## src/rtl/as_rx_cfg.sv

```systemverilog
// as_rx_cfg: oversampling asynchronous serial receiver with runtime-selectable
// parity mode and stop-bit count, majority-vote bit sampling and a
// valid/ready output holding register that drops (and flags) frames the
// consumer has not made room for.
module as_rx_cfg #(
    parameter int DATA_W = 8,
    parameter int OVS    = 16,
    parameter int DIV_W  = 16
) (
    input  logic              clk_i,
    input  logic              rst_ni,
    input  logic              rx_i,
    input  logic [DIV_W-1:0]  div_i,
    input  logic [1:0]        parity_i,
    input  logic              stop2_i,
    input  logic              ready_i,
    output logic [DATA_W-1:0] data_o,
    output logic              valid_o,
    output logic              parity_err_o,
    output logic              frame_err_o,
    output logic              overrun_o,
    output logic              busy_o
);

    localparam int TICK_W = $clog2(OVS);
    localparam int BIT_W  = $clog2(DATA_W);

    // Tick positions inside one bit: three votes around the bit centre.
    localparam logic [TICK_W-1:0] TICK_LO   = TICK_W'(OVS / 2 - 1);
    localparam logic [TICK_W-1:0] TICK_MID  = TICK_W'(OVS / 2);
    localparam logic [TICK_W-1:0] TICK_HI   = TICK_W'(OVS / 2 + 1);
    localparam logic [TICK_W-1:0] TICK_LAST = TICK_W'(OVS - 1);
    localparam logic [BIT_W-1:0]  BIT_LAST  = BIT_W'(DATA_W - 1);

    localparam logic [1:0] PAR_EVEN = 2'b01;
    localparam logic [1:0] PAR_ODD  = 2'b10;

    typedef enum logic [2:0] {
        ST_IDLE   = 3'd0,
        ST_START  = 3'd1,
        ST_DATA   = 3'd2,
        ST_PARITY = 3'd3,
        ST_STOP   = 3'd4
    } state_t;

    // Two-of-three vote used for every bit decision.
    function automatic logic maj3(input logic a, input logic b, input logic c);
        return (a & b) | (a & c) | (b & c);
    endfunction

    // XOR reduction of a received word (even-parity sum).
    function automatic logic word_parity(input logic [DATA_W-1:0] w);
        return ^w;
    endfunction

    state_t              state_r;
    state_t              state_next_s;

    logic                rx_meta_r;
    logic                rx_sync_r;
    logic                rx_prev_r;
    logic                fall_s;

    logic [DIV_W-1:0]    div_cnt_r;
    logic                tick_s;
    logic [TICK_W-1:0]   tick_cnt_r;
    logic                at_lo_s;
    logic                at_mid_s;
    logic                at_hi_s;
    logic                at_end_s;

    logic                samp_lo_r;
    logic                samp_mid_r;
    logic                maj_s;

    logic [BIT_W-1:0]    bit_cnt_r;
    logic [DATA_W-1:0]   shift_r;
    logic [1:0]          par_mode_r;
    logic                stop2_r;
    logic                stop_idx_r;
    logic                par_err_r;
    logic                stop_err_r;
    logic                par_en_s;
    logic                complete_s;

    logic [DATA_W-1:0]   data_r;
    logic                valid_r;
    logic                parity_err_r;
    logic                frame_err_r;
    logic                overrun_r;
    logic                busy_r;

    assign fall_s   = rx_prev_r & ~rx_sync_r;
    assign tick_s   = (state_r != ST_IDLE) && (div_cnt_r >= div_i);
    assign at_lo_s  = tick_s && (tick_cnt_r == TICK_LO);
    assign at_mid_s = tick_s && (tick_cnt_r == TICK_MID);
    assign at_hi_s  = tick_s && (tick_cnt_r == TICK_HI);
    assign at_end_s = tick_s && (tick_cnt_r == TICK_LAST);
    assign maj_s    = maj3(samp_lo_r, samp_mid_r, rx_sync_r);
    assign par_en_s = (par_mode_r == PAR_EVEN) || (par_mode_r == PAR_ODD);

    // Synchronise the serial line and keep one extra stage for edge detection.
    always_ff @(posedge clk_i or negedge rst_ni) begin
        if (!rst_ni) begin
            rx_meta_r <= 1'b1;
            rx_sync_r <= 1'b1;
            rx_prev_r <= 1'b1;
        end else begin
            rx_meta_r <= rx_i;
            rx_sync_r <= rx_meta_r;
            rx_prev_r <= rx_sync_r;
        end
    end

    // Oversample tick divider: parked at zero while idle, free-running in a frame.
    always_ff @(posedge clk_i or negedge rst_ni) begin
        if (!rst_ni) begin
            div_cnt_r <= '0;
        end else if (state_r == ST_IDLE) begin
            div_cnt_r <= '0;
        end else if (div_cnt_r >= div_i) begin
            div_cnt_r <= '0;
        end else begin
            div_cnt_r <= div_cnt_r + DIV_W'(1);
        end
    end

    // Tick position within the current bit.
    always_ff @(posedge clk_i or negedge rst_ni) begin
        if (!rst_ni) begin
            tick_cnt_r <= '0;
        end else if (state_r == ST_IDLE) begin
            tick_cnt_r <= '0;
        end else if (tick_s) begin
            if (tick_cnt_r == TICK_LAST) begin
                tick_cnt_r <= '0;
            end else begin
                tick_cnt_r <= tick_cnt_r + TICK_W'(1);
            end
        end else begin
            tick_cnt_r <= tick_cnt_r;
        end
    end

    // Capture the first two votes; the third is the live synchronised line.
    always_ff @(posedge clk_i or negedge rst_ni) begin
        if (!rst_ni) begin
            samp_lo_r  <= 1'b1;
            samp_mid_r <= 1'b1;
        end else begin
            if (at_lo_s) begin
                samp_lo_r <= rx_sync_r;
            end
            if (at_mid_s) begin
                samp_mid_r <= rx_sync_r;
            end
        end
    end

    // FSM state register.
    always_ff @(posedge clk_i or negedge rst_ni) begin
        if (!rst_ni) begin
            state_r <= ST_IDLE;
        end else begin
            state_r <= state_next_s;
        end
    end

    // FSM next-state logic and frame-completion strobe.
    always_comb begin
        state_next_s = state_r;
        complete_s   = 1'b0;
        case (state_r)
            ST_IDLE: begin
                if (fall_s) begin
                    state_next_s = ST_START;
                end else begin
                    state_next_s = ST_IDLE;
                end
            end
            ST_START: begin
                if (at_hi_s && maj_s) begin
                    state_next_s = ST_IDLE;
                end else if (at_end_s) begin
                    state_next_s = ST_DATA;
                end else begin
                    state_next_s = ST_START;
                end
            end
            ST_DATA: begin
                if (at_end_s && (bit_cnt_r == BIT_LAST)) begin
                    if (par_en_s) begin
                        state_next_s = ST_PARITY;
                    end else begin
                        state_next_s = ST_STOP;
                    end
                end else begin
                    state_next_s = ST_DATA;
                end
            end
            ST_PARITY: begin
                if (at_end_s) begin
                    state_next_s = ST_STOP;
                end else begin
                    state_next_s = ST_PARITY;
                end
            end
            ST_STOP: begin
                // The frame finishes at the centre of the final stop bit so a
                // back-to-back start bit is never missed.
                if (at_hi_s && (!stop2_r || stop_idx_r)) begin
                    complete_s   = 1'b1;
                    state_next_s = ST_IDLE;
                end else begin
                    state_next_s = ST_STOP;
                end
            end
            default: begin
                state_next_s = ST_IDLE;
            end
        endcase
    end

    // Per-frame datapath: configuration snapshot, shifter, counters, error accumulation.
    always_ff @(posedge clk_i or negedge rst_ni) begin
        if (!rst_ni) begin
            par_mode_r <= 2'b00;
            stop2_r    <= 1'b0;
            bit_cnt_r  <= '0;
            stop_idx_r <= 1'b0;
            par_err_r  <= 1'b0;
            stop_err_r <= 1'b0;
            shift_r    <= '0;
        end else begin
            case (state_r)
                ST_IDLE: begin
                    if (fall_s) begin
                        par_mode_r <= parity_i;
                        stop2_r    <= stop2_i;
                        bit_cnt_r  <= '0;
                        stop_idx_r <= 1'b0;
                        par_err_r  <= 1'b0;
                        stop_err_r <= 1'b0;
                    end
                end
                ST_DATA: begin
                    if (at_hi_s) begin
                        shift_r <= {maj_s, shift_r[DATA_W-1:1]};
                    end
                    if (at_end_s) begin
                        if (bit_cnt_r == BIT_LAST) begin
                            bit_cnt_r <= '0;
                        end else begin
                            bit_cnt_r <= bit_cnt_r + BIT_W'(1);
                        end
                    end
                end
                ST_PARITY: begin
                    if (at_hi_s) begin
                        par_err_r <= (word_parity(shift_r) ^ maj_s) != (par_mode_r == PAR_ODD);
                    end
                end
                ST_STOP: begin
                    if (at_hi_s && !maj_s) begin
                        stop_err_r <= 1'b1;
                    end
                    if (at_end_s) begin
                        stop_idx_r <= 1'b1;
                    end
                end
                default: begin
                    stop_idx_r <= stop_idx_r;
                end
            endcase
        end
    end

    // Output holding register with valid/ready handshake and overrun pulse.
    always_ff @(posedge clk_i or negedge rst_ni) begin
        if (!rst_ni) begin
            data_r       <= '0;
            valid_r      <= 1'b0;
            parity_err_r <= 1'b0;
            frame_err_r  <= 1'b0;
            overrun_r    <= 1'b0;
        end else begin
            overrun_r <= 1'b0;
            if (complete_s && (!valid_r || ready_i)) begin
                data_r       <= shift_r;
                parity_err_r <= par_err_r;
                frame_err_r  <= stop_err_r | ~maj_s;
                valid_r      <= 1'b1;
            end else if (complete_s) begin
                overrun_r <= 1'b1;
            end else if (ready_i) begin
                valid_r <= 1'b0;
            end else begin
                valid_r <= valid_r;
            end
        end
    end

    // Busy flag registered from the next state so it tracks the state register exactly.
    always_ff @(posedge clk_i or negedge rst_ni) begin
        if (!rst_ni) begin
            busy_r <= 1'b0;
        end else begin
            busy_r <= (state_next_s != ST_IDLE);
        end
    end

    assign data_o       = data_r;
    assign valid_o      = valid_r;
    assign parity_err_o = parity_err_r;
    assign frame_err_o  = frame_err_r;
    assign overrun_o    = overrun_r;
    assign busy_o       = busy_r;

endmodule

```

## config.mk

```make
export PLATFORM = sky130hd
export DESIGN_NAME = as_rx_cfg
export DESIGN_NICKNAME = d
export VERILOG_FILES = /design/src/rtl/as_rx_cfg.sv
export SDC_FILE = /design/constraint.sdc
export NUM_CORES = 1
export LEC_CHECK = 0
export CORE_MARGIN = 2
export CORE_UTILIZATION = 56
export DETAILED_ROUTE_END_ITERATION = 12
export PLACE_DENSITY = 0.87
export SLEW_MARGIN = 30
export SYNTH_ARGS = -nofsm -noshare
export SYNTH_HDL_FRONTEND = slang
export SYNTH_SLANG_ARGS = --single-unit
```

## constraint.sdc

```tcl
create_clock -name clk_i -period 2.8 [get_ports clk_i]
set_input_delay 0.56 -clock clk_i [delete_from_list [all_inputs] [get_ports clk_i]]
set_output_delay 0.56 -clock clk_i [all_outputs]
set_load 0.05 [all_outputs]
```

==> results of run 1 <==
## where the power goes
part           total [mW]  switching, mW  internal (mW)
clock network       0.654          0.313          0.341
registers           0.997         0.0924          0.904
logic               0.367          0.175          0.192
total                2.02          0.581           1.44
## synthesized netlist by cell type (all sizes together) (2+ instances only)
master / count
nor2: 28
mux2: 23
and4: 2
nand4: 5
and3: 5
dfstp: 5
a21oi: 9
inv: 23
dfrtp: 53
nor4b: 2
o21ai: 11
mux2i: 6
xor2: 10
nor3b: 3
nor4: 2
buf: 3
ha: 23
nor3: 3
nand2: 15
or4: 4
xnor2: 13
clkbuf: 3
nand3: 8
o41ai: 2
nand3b: 2
or3: 2
nand2b: 6
## per-layer routing
metal,vias to the layer above,global-route usage (%),share of wire [%]
li1,1108,-,-
met1,1203,26.79,42
met2,74,40.52,52
met3,4,3.908,5.4
met4,0,10.70,0.59
met5,-,0,0
## layout by cell type, fill, tap and decap left out, types with 3 or more instances in the layout
cell	n
nand4_1	5
nand2_1	15
mux2i_1	6
clkbuf_8	10
nand3_1	8
inv_2	8
mux2_2	13
o21ai_0	10
nand2b_1	5
buf_4	13
and3_1	5
nor2_1	28
clkbuf_1	3
mux2_4	10
clkdlybuf4s50_1	22
dfstp_2	5
dlymetal6s2s_1	5
nor3_1	3
nor3b_1	3
xnor2_1	13
a21oi_1	9
dlygate4sd2_1	7
or4_1	3
clkinv_2	3
dfrtp_1	51
inv_1	15
ha_1	13
ha_4	10
xor2_1	10
## path summary, 6_finish.rpt
| path | slack (ns) | end | start | cells past startpoint |
|---|---|---|---|---|
| worst min-delay path | 0.25 | stop2_r | rst_ni | 1 |
| worst max-delay path | 0.04 | data_o[2] | div_i[3] | 9 |
| worst max register to register | 0.08 | data_o[2] | div_cnt_r[5] | 8 |
| max in group asynchronous | 1.88 | div_cnt_r[9] | rst_ni | 2 |
| worst min register to register | 0.36 | rx_sync_r | rx_meta_r | 0 |
| min in group clk_i | 0.36 | rx_sync_r | rx_meta_r | 0 |
## sequential cells by signal, indices dropped and copies added (netlist names), 2 cells and up
name / cells
tick_cnt_r: 4
div_cnt_r: 16
par_mode_r: 2
bit_cnt_r: 3
shift_r: 8
state_r: 3
data_o: 8
## through the flow
step                cell area [um2]  worst slack, ns
global route                   4056         -0.03471
finish                         4056          0.04290
global placement               3606          -0.4664
detailed placement             3606          -0.5039
CTS                            3919         -0.02012
floorplan                      3075          0.07560
## cells by family after synthesis
family                   after synthesis  share of synthesized area [%]
flip-flops                            58                          47.40
multiplexers                          29                          10.37
AO/OA/AOI/OAI                         31                          6.225
adder cells (fa/ha/maj)               24                          9.683
buffers and inverters                 29                          3.661
XOR/XNOR                              23                          6.550
AND/OR/NAND/NOR                       91                          16.11
## critical path: stages
cell and delay (ns):
clkdlybuf4s50_1 0.46, inv_1 0.05, ha_1 0.28, o21ai_2 0.07
or4_4 0.54, o211a_4 0.18, nor4b_4 0.35, buf_6 0.19
mux2_4 0.31
## layout make-up
| class | count | area, um2 |
|---|---|---|
| Clock buffer | 13 | 148.9 |
| Clock inverter | 3 | 15.01 |
| Fill cell | 296 | 1149 |
| Inverter | 23 | 86.33 |
| Multi-Input combinational cell | 198 | 1749 |
| Sequential cell | 58 | 1460 |
| Tap cell | 70 | 87.58 |
| Timing Repair Buffer | 52 | 509.2 |
## repair_timing
| action | in CTS | in global routing |
|---|---|---|
| pin swaps | 15 | 7 |
| hold buffers | 0 | 0 |
| setup endpoints to repair | 23 | 46 |
| gates resized for setup | 32 | 27 |
| cloned | 1 | 0 |
| buffers inserted | 0 | 2 |
==> flow_metrics.env, run 1 <==
export IMPL_syn_nets=331
export IMPL_clockBufferDepth=2
export IMPL_cp_required_ns=3.03
export IMPL_dpl_hpwl_um=4123
export IMPL_powerDensity_mw_per_mm2=497.4
export IMPL_grt_pass1_vias=2381
export IMPL_fin_crit_sh_pct=98.47
export IMPL_cts_tree="done"
export IMPL_fp_dieH_um=78.11
export IMPL_cts_root_buf="clkbuf_8"
export IMPL_gp_congestion=0.8064
export IMPL_cap_violations=0
export IMPL_vias=2389
export IMPL_synth_top_area_share_pct=43.12
export IMPL_yosysTopAreaCell="dfrtp_1"
export IMPL_synthTopCellsByArea="dfrtp_1, ha_1, mux2_2"
export IMPL_worstSetupPathType="in -> reg"
export IMPL_clk_pin_slew_ns=0.06
export IMPL_fp_dieArea_mm2=0.006100
export IMPL_status="finished, final reports clean"
export IMPL_std_cell_rows=26
export IMPL_dp_cells=398
export IMPL_avgSynthCellArea_um2=10.79
export IMPL_ys_async_sr_fraction_pct=100.0
export IMPL_dr_pass1_iters=4
export IMPL_final_layout_size_suffix_gt1_share_pct=26.51
export IMPL_synth_main_ff_cell="dfrtp_1"
export IMPL_wl_um=6809
export IMPL_hold_viol=0
export IMPL_utilization_pct=77.93
export IMPL_crit_fanout=5
export IMPL_fin_nets=388
export IMPL_grt_first_pass_wirelength_um=10710
export IMPL_arrival_ns=2.98
export IMPL_route_detailed_drc=0
export IMPL_layout_min_cycle_time_ns=2.757
export IMPL_hold_slack_ns=0.2464
export IMPL_die_x_um=78.11
export IMPL_synthesis_area_mm2=0.003075
export IMPL_p_leak_nw=1.883
export IMPL_cts_htree_levels=3
export IMPL_hp_class="in -> async"
export IMPL_relSlewSlack_pct=56.47
export IMPL_synth_yosys_seq_area_share_pct=47.40
export IMPL_setup_tns_ns=0
export IMPL_cts_sinks=58
export IMPL_timing_fmax_ghz=0.3627
export IMPL_grt_overflow=0
export IMPL_max_vdd_ir_drop_uv=419.4
export IMPL_antenna_left=0
export IMPL_drt_vias_per_instance=5.729
export IMPL_drtIter0Drc=87
export IMPL_worst_slew_pin_slew_ns=0.6529
export IMPL_ios=36
export IMPL_total_power_mw=2.018
export IMPL_stdcell_count=417
export IMPL_yosys_cell_types_count=43
export IMPL_core_mm2=0.005205
export IMPL_finalSetupViolations=0
export IMPL_syn_to_final_growth_pct=31.90
export IMPL_gr_usage_all_layers_pct=22.77
export IMPL_fin_skew_ns=0.006999
export IMPL_routedWlPerCell_um=16.33
export IMPL_initial_core_util_pct=59.09
export IMPL_insertion_delay_ns=0.34
export IMPL_syn_instance_count=285
export IMPL_antenna_cells=0
export IMPL_maxSlewViolCount=0
export IMPL_synth_seq_cells=58
export IMPL_endpoint_kind="flop"
export IMPL_start_kind="input pin"
export IMPL_numCtsBuffers=9
export IMPL_ys_warn_count=0
export IMPL_grt_max_degree=31
export IMPL_antenna_found_initial=0
export IMPL_synth_edf_count=0
export IMPL_io_buffers=35
Power figures use the tool's default switching activity.
==> run 2, diff against run 1 <==
Settings changed: REMOVE_ABC_BUFFERS set to 1.
==> flow_metrics.env, run 2 (synthesized netlist as in run 1, its figures left out) <==
export IMPL_final_common_cell="dfrtp_1"
export IMPL_cp_slowest_cell="or4_4"
export IMPL_gp_congestion=0.8395
export IMPL_fin_crit_sh_pct=98.53
export IMPL_wl_um=6921
export IMPL_place_ws_ns=-0.5026
export IMPL_largest_register="div_cnt_r"
export IMPL_p_leak_nw=1.923
export IMPL_antenna_found_initial=0
export IMPL_setup_tns_ns=0
export IMPL_finalSetupViolations=0
export IMPL_wl_met3_um=261
export IMPL_powerDensity_mw_per_mm2=542.8
export IMPL_crit_start="div_i[1]"
export IMPL_insertion_delay_ns=0.33
export IMPL_r2r_setup_slack_ns=0.09
export IMPL_initial_core_util_pct=59.09
export IMPL_layout_common_cells="dfrtp_1, nor2_1, clkdlybuf4s50_1"
export IMPL_worst_path_buf_inv=3
export IMPL_max_vdd_ir_drop_uv=484.4
export IMPL_slowest_delay_ns=0.49
export IMPL_antenna_cells=0
export IMPL_route_detailed_drc=0
export IMPL_postPlaceCellArea_mm2=0.003606
export IMPL_clockBufferDepth=2
export IMPL_start_kind="input pin"
export IMPL_status="finished, final reports clean"
export IMPL_fin_ws_ns=0.04113
export IMPL_fp_dieH_um=78.11
export IMPL_worstSetupPathType="in -> reg"
export IMPL_dr_pass1_iters=5
export IMPL_grt_pass1_vias=2430
export IMPL_crit_family="simple AND/OR/NAND/NOR gates"
export IMPL_ios=36
export IMPL_cts_tree="done"
export IMPL_arrival_ns=2.97
export IMPL_cap_violations=0
export IMPL_grt_first_pass_wirelength_um=11380
export IMPL_endpoint_kind="flop"
export IMPL_io_buffers=35
export IMPL_met2_wirelength_um=3547
export IMPL_ctsHoldBuffers=0
export IMPL_dpl_hpwl_um=4358
export IMPL_crit_fanout=5
export IMPL_num_fill_cells=335
export IMPL_final_area_mm2=0.004011
export IMPL_cts_htree_levels=3
export IMPL_relSlewSlack_pct=66.22
export IMPL_hold_viol=0
export IMPL_syn_to_final_growth_pct=30.43
export IMPL_vias=2312
export IMPL_gr_usage_all_layers_pct=23.92
export IMPL_grt_max_degree=27
export IMPL_wl_met1_um=2979
export IMPL_cp_endpoint="data_o[1]"
export IMPL_cp_depth=9
export IMPL_hp_class="in -> async"
export IMPL_timing_fmax_ghz=0.3625
export IMPL_fin_skew_ns=0.008740
export IMPL_grt_overflow=0
export IMPL_final_layout_size_suffix_gt1_share_pct=22.83
export IMPL_worst_slew_pin_slew_ns=0.5052
export IMPL_clk_pin_slew_ns=0.06
export IMPL_antenna_left=0
export IMPL_die_x_um=78.11
export IMPL_numCtsBuffers=9
export IMPL_timing_reg2reg_worst_path_depth=8
export IMPL_drt_vias_per_instance=5.558
export IMPL_layout_min_cycle_time_ns=2.759
export IMPL_dr_max_layer_used="met4"
export IMPL_fp_dieArea_mm2=0.006100
export IMPL_r2r_start="div_cnt_r[5]"
export IMPL_core_mm2=0.005205
export IMPL_cts_sinks=58
export IMPL_cp_required_ns=3.01
export IMPL_hold_slack_ns=0.06118
export IMPL_drtIter0Drc=154
export IMPL_worstPathCellList="clkdlybuf4s50_1 > inv_1 > ha_4 > a2111oi_2 > or4_4 > o211a_4 > nor4b_4 > buf_6 > mux2_4"
export IMPL_cts_root_buf="clkbuf_8"
export IMPL_largest_reg_flops=16
export IMPL_maxSlewViolCount=0
export IMPL_routedWlPerCell_um=16.64
export IMPL_fin_nets=388
export IMPL_std_cell_rows=26
export IMPL_rr_endpoint="data_o[1]"
[run 2: worst min-delay path by stage]
stage                         start      endpoint  cells past startpoint
after global routing         rst_ni    shift_r[1]                      1
after global placement    rx_meta_r     rx_sync_r                      0
after detailed placement  rx_meta_r     rx_sync_r                      0
after floorplan              rst_ni  bit_cnt_r[0]                      0
after CTS                    rst_ni     data_o[2]                      1
final                        rst_ni    shift_r[1]                      1
[run 2: repair_timing]
action | in CTS | in global routing
gates cloned | 1 | 0
setup buffers | 2 | 0
endpoints found under the setup margin | 22 | 23
resized for setup | 29 | 17
pin swaps | 14 | 11
[run 2: worst reg2reg max path, delay by kind of cell, from the launching register on]
kind / cells / cell delay, ns
buffers and inverters: 1 / 0.19
adder cells (fa/ha/maj): 1 / 0.30
multiplexers: 1 / 0.31
flip-flops: 1 / 0.45
AO/OA/AOI/OAI: 2 / 0.27
AND/OR/NAND/NOR: 3 / 1.06
[run 2: power by group]
part,switching (mW),internal (mW)
clock network,0.301,0.545
logic,0.161,0.180
registers,0.0845,0.906
total,0.546,1.63
[run 2: per-stage QoR]
step	cells	util (%)	total power, mW
2_1_floorplan	279	-	1.151
3_3_place_gp	398	69.28	1.263
3_5_place_dp	398	69.28	1.288
4_1_cts	416	75.72	2.150
5_1_grt	416	77.07	2.282
6_report	416	77.07	2.177
[run 2: metal layers]
| metal | vias to the layer above | track usage [%] |
|---|---|---|
| met4 | 0 | 10.35 |
| met1 | 1121 | 29.70 |
| met5 | - | 0 |
| met2 | 68 | 41.64 |
| li1 | 1108 | - |
| met3 | 15 | 3.563 |
[run 2: cell type report]
cell class                      instances  area (um2)  area share (%)
Multi-Input combinational cell        198        1658           41.33
Sequential cell                        58        1459           36.37
Timing Repair Buffer                   52       501.7           12.51
Clock buffer                           13       158.9           3.961
Tap cell                               70       87.58           2.183
Inverter                               23       86.33           2.152
Clock inverter                          2       60.06           1.497
==> run 3, diff against run 2 <==
Settings changed: CORE_UTILIZATION 56 to 59, PLACE_DENSITY 0.87 to 0.9.
Clock period 2.8 ns to 3.2 ns, I/O delays scaled along.
==> flow_metrics.env, run 3 (synthesized netlist as in run 1, its figures left out) <==
export IMPL_arrival_ns=3.21
export IMPL_antenna_found_initial=0
export IMPL_final_layout_size_suffix_gt1_share_pct=17.30
export IMPL_rsz0062_at_grt="false"
export IMPL_gp_congestion=0.8842
export IMPL_fin_nets=382
export IMPL_worstSetupPathType="in -> reg"
export IMPL_dr_pass1_iters=4
export IMPL_cts_root_buf="clkbuf_8"
export IMPL_p_clk_share_pct=39.5
export IMPL_maxSlewViolCount=0
export IMPL_grt_util_met1_pct=28.16
export IMPL_fin_ws_ns=0.1972
export IMPL_die_x_um=76.20
export IMPL_largest_register="div_cnt_r"
export IMPL_comb_power_share_pct=13.1
export IMPL_cts_sinks=58
export IMPL_grt_overflow=0
export IMPL_cts_resized=0
export IMPL_seqPwrFrac_pct=47.4
export IMPL_antenna_cells=0
export IMPL_gr_usage_all_layers_pct=22.98
export IMPL_start_kind="input pin"
export IMPL_ios=36
export IMPL_initial_core_util_pct=60.60
export IMPL_place_ws_ns=-0.1262
export IMPL_ctsHoldBuffers=0
export IMPL_numCtsBuffers=9
export IMPL_core_mm2=0.005075
export IMPL_timing_fmax_ghz=0.3330
export IMPL_p_int_mw=1.367
export IMPL_antenna_left=0
export IMPL_layout_min_cycle_time_ns=3.003
export IMPL_fp_dieH_um=76.20
export IMPL_layout_common_cells="dfrtp_1, clkdlybuf4s50_1, nor2_1"
export IMPL_p_leak_nw=1.804
export IMPL_wl_um=6023
export IMPL_drt_vias_per_instance=5.557
export IMPL_grtUsageMet2_pct=39.12
export IMPL_clk_pin_slew_ns=0.06
export IMPL_insertion_delay_ns=0.33
export IMPL_io_buffers=35
export IMPL_vias=2284
export IMPL_route_detailed_drc=0
export IMPL_std_cell_rows=26
export IMPL_cts_setup_buffers=0
export IMPL_endpoint_kind="flop"
export IMPL_setup_tns_ns=0
export IMPL_crit_fanout=10
export IMPL_fp_dieArea_mm2=0.005806
export IMPL_grt_max_degree=46
export IMPL_hold_viol=0
export IMPL_grt_first_pass_wirelength_um=10740
export IMPL_drtIter0Drc=132
export IMPL_final_common_cell="dfrtp_1"
export IMPL_hp_class="in -> async"
export IMPL_switchingPower_uw=448.1
export IMPL_clockBufferDepth=2
export IMPL_routedWlPerCell_um=14.65
export IMPL_fin_crit_sh_pct=93.84
export IMPL_syn_to_final_growth_pct=23.23
export IMPL_status="finished, final reports clean"
export IMPL_num_fill_cells=369
export IMPL_finalSetupViolations=0
export IMPL_p_sw_share_pct=24.69
export IMPL_max_vdd_ir_drop_uv=413.7
export IMPL_grt_use_met3_pct=4.858
export IMPL_top_usage_layer="met2"
export IMPL_cap_violations=0
export IMPL_hold_slack_ns=0.2919
export IMPL_grt_pass1_vias=2358
export IMPL_cts_tree="done"
export IMPL_dpl_hpwl_um=4165
export IMPL_powerDensity_mw_per_mm2=478.8
export IMPL_worst_slew_pin_slew_ns=0.5528
export IMPL_largest_reg_flops=16
export IMPL_cp_required_ns=3.41
export IMPL_cts_htree_levels=3
export IMPL_relSlewSlack_pct=63.14
export IMPL_fin_skew_ns=0.006017
## run 3: cell count changes in the layout (fill, tap and decap cells not counted), sizes merged
cell	previous run	this run
buf	18	12
clkdlybuf4s50	20	34
bufinv	2	1
clkbuf	13	15
dlymetal6s2s	7	0
dlygate4sd2	7	0
## run 3: per-stage QoR
stage          cells  power [mW]  cell area [um2]  util, %
5_1_grt          411       1.907             3790    74.68
2_1_floorplan    279       1.007             3049        -
3_5_place_dp     395       1.112             3571    70.36
6_report         411       1.815             3790    74.68
3_3_place_gp     395       1.096             3571    70.36
4_1_cts          411       1.831             3787    74.63
## run 3: final cells by class
cell class | instances | area, um2 | share of cell area (%)
multi-input cells | 198 | 1511 | 39.88
clock inverters | 1 | 30.03 | 0.7923
flip-flops and latches | 58 | 1458 | 38.46
clock buffers | 15 | 186.4 | 4.919
inverters | 23 | 86.33 | 2.278
well taps | 70 | 87.58 | 2.311
repair buffers | 46 | 430.4 | 11.36
## run 3: final timing paths
check,slack (ns),start,end,depth (start not counted)
worst min register to register,0.36,rx_meta_r,rx_sync_r,0
worst min-delay path,0.29,rst_ni,div_cnt_r[15],1
max in group asynchronous,2.31,rst_ni,parity_err_o,2
worst max register to register,0.51,div_cnt_r[0],busy_o,10
worst max-delay path,0.20,div_i[6],parity_err_o,10
min in group clk_i,0.36,rx_meta_r,rx_sync_r,0
## run 3: power groups by stage
stage | Sequential, mW | Combinational (mW) | Clock (mW)
after floorplan | 0.856 | 0.151 | 0
after global placement | 0.872 | 0.224 | 0
after detailed placement | 0.874 | 0.238 | 0
after CTS | 0.861 | 0.241 | 0.729
after global routing | 0.873 | 0.277 | 0.758
final | 0.861 | 0.238 | 0.716
## run 3: critical path: stages
cell,delay [ns]
clkdlybuf4s50_1,0.45
inv_1,0.04
ha_1,0.28
and4_1,0.18
o21ai_1,0.05
or4_1,0.50
o211a_2,0.20
nor4b_2,0.28
buf_4,0.23
mux2_2,0.35
## run 3: routing by layer
layer | wire, um | part of all wire, %
met1 | 2656 | 44
met2 | 3021 | 50
met3 | 241 | 4.0
met4 | 104 | 1.7
met5 | 0 | 0
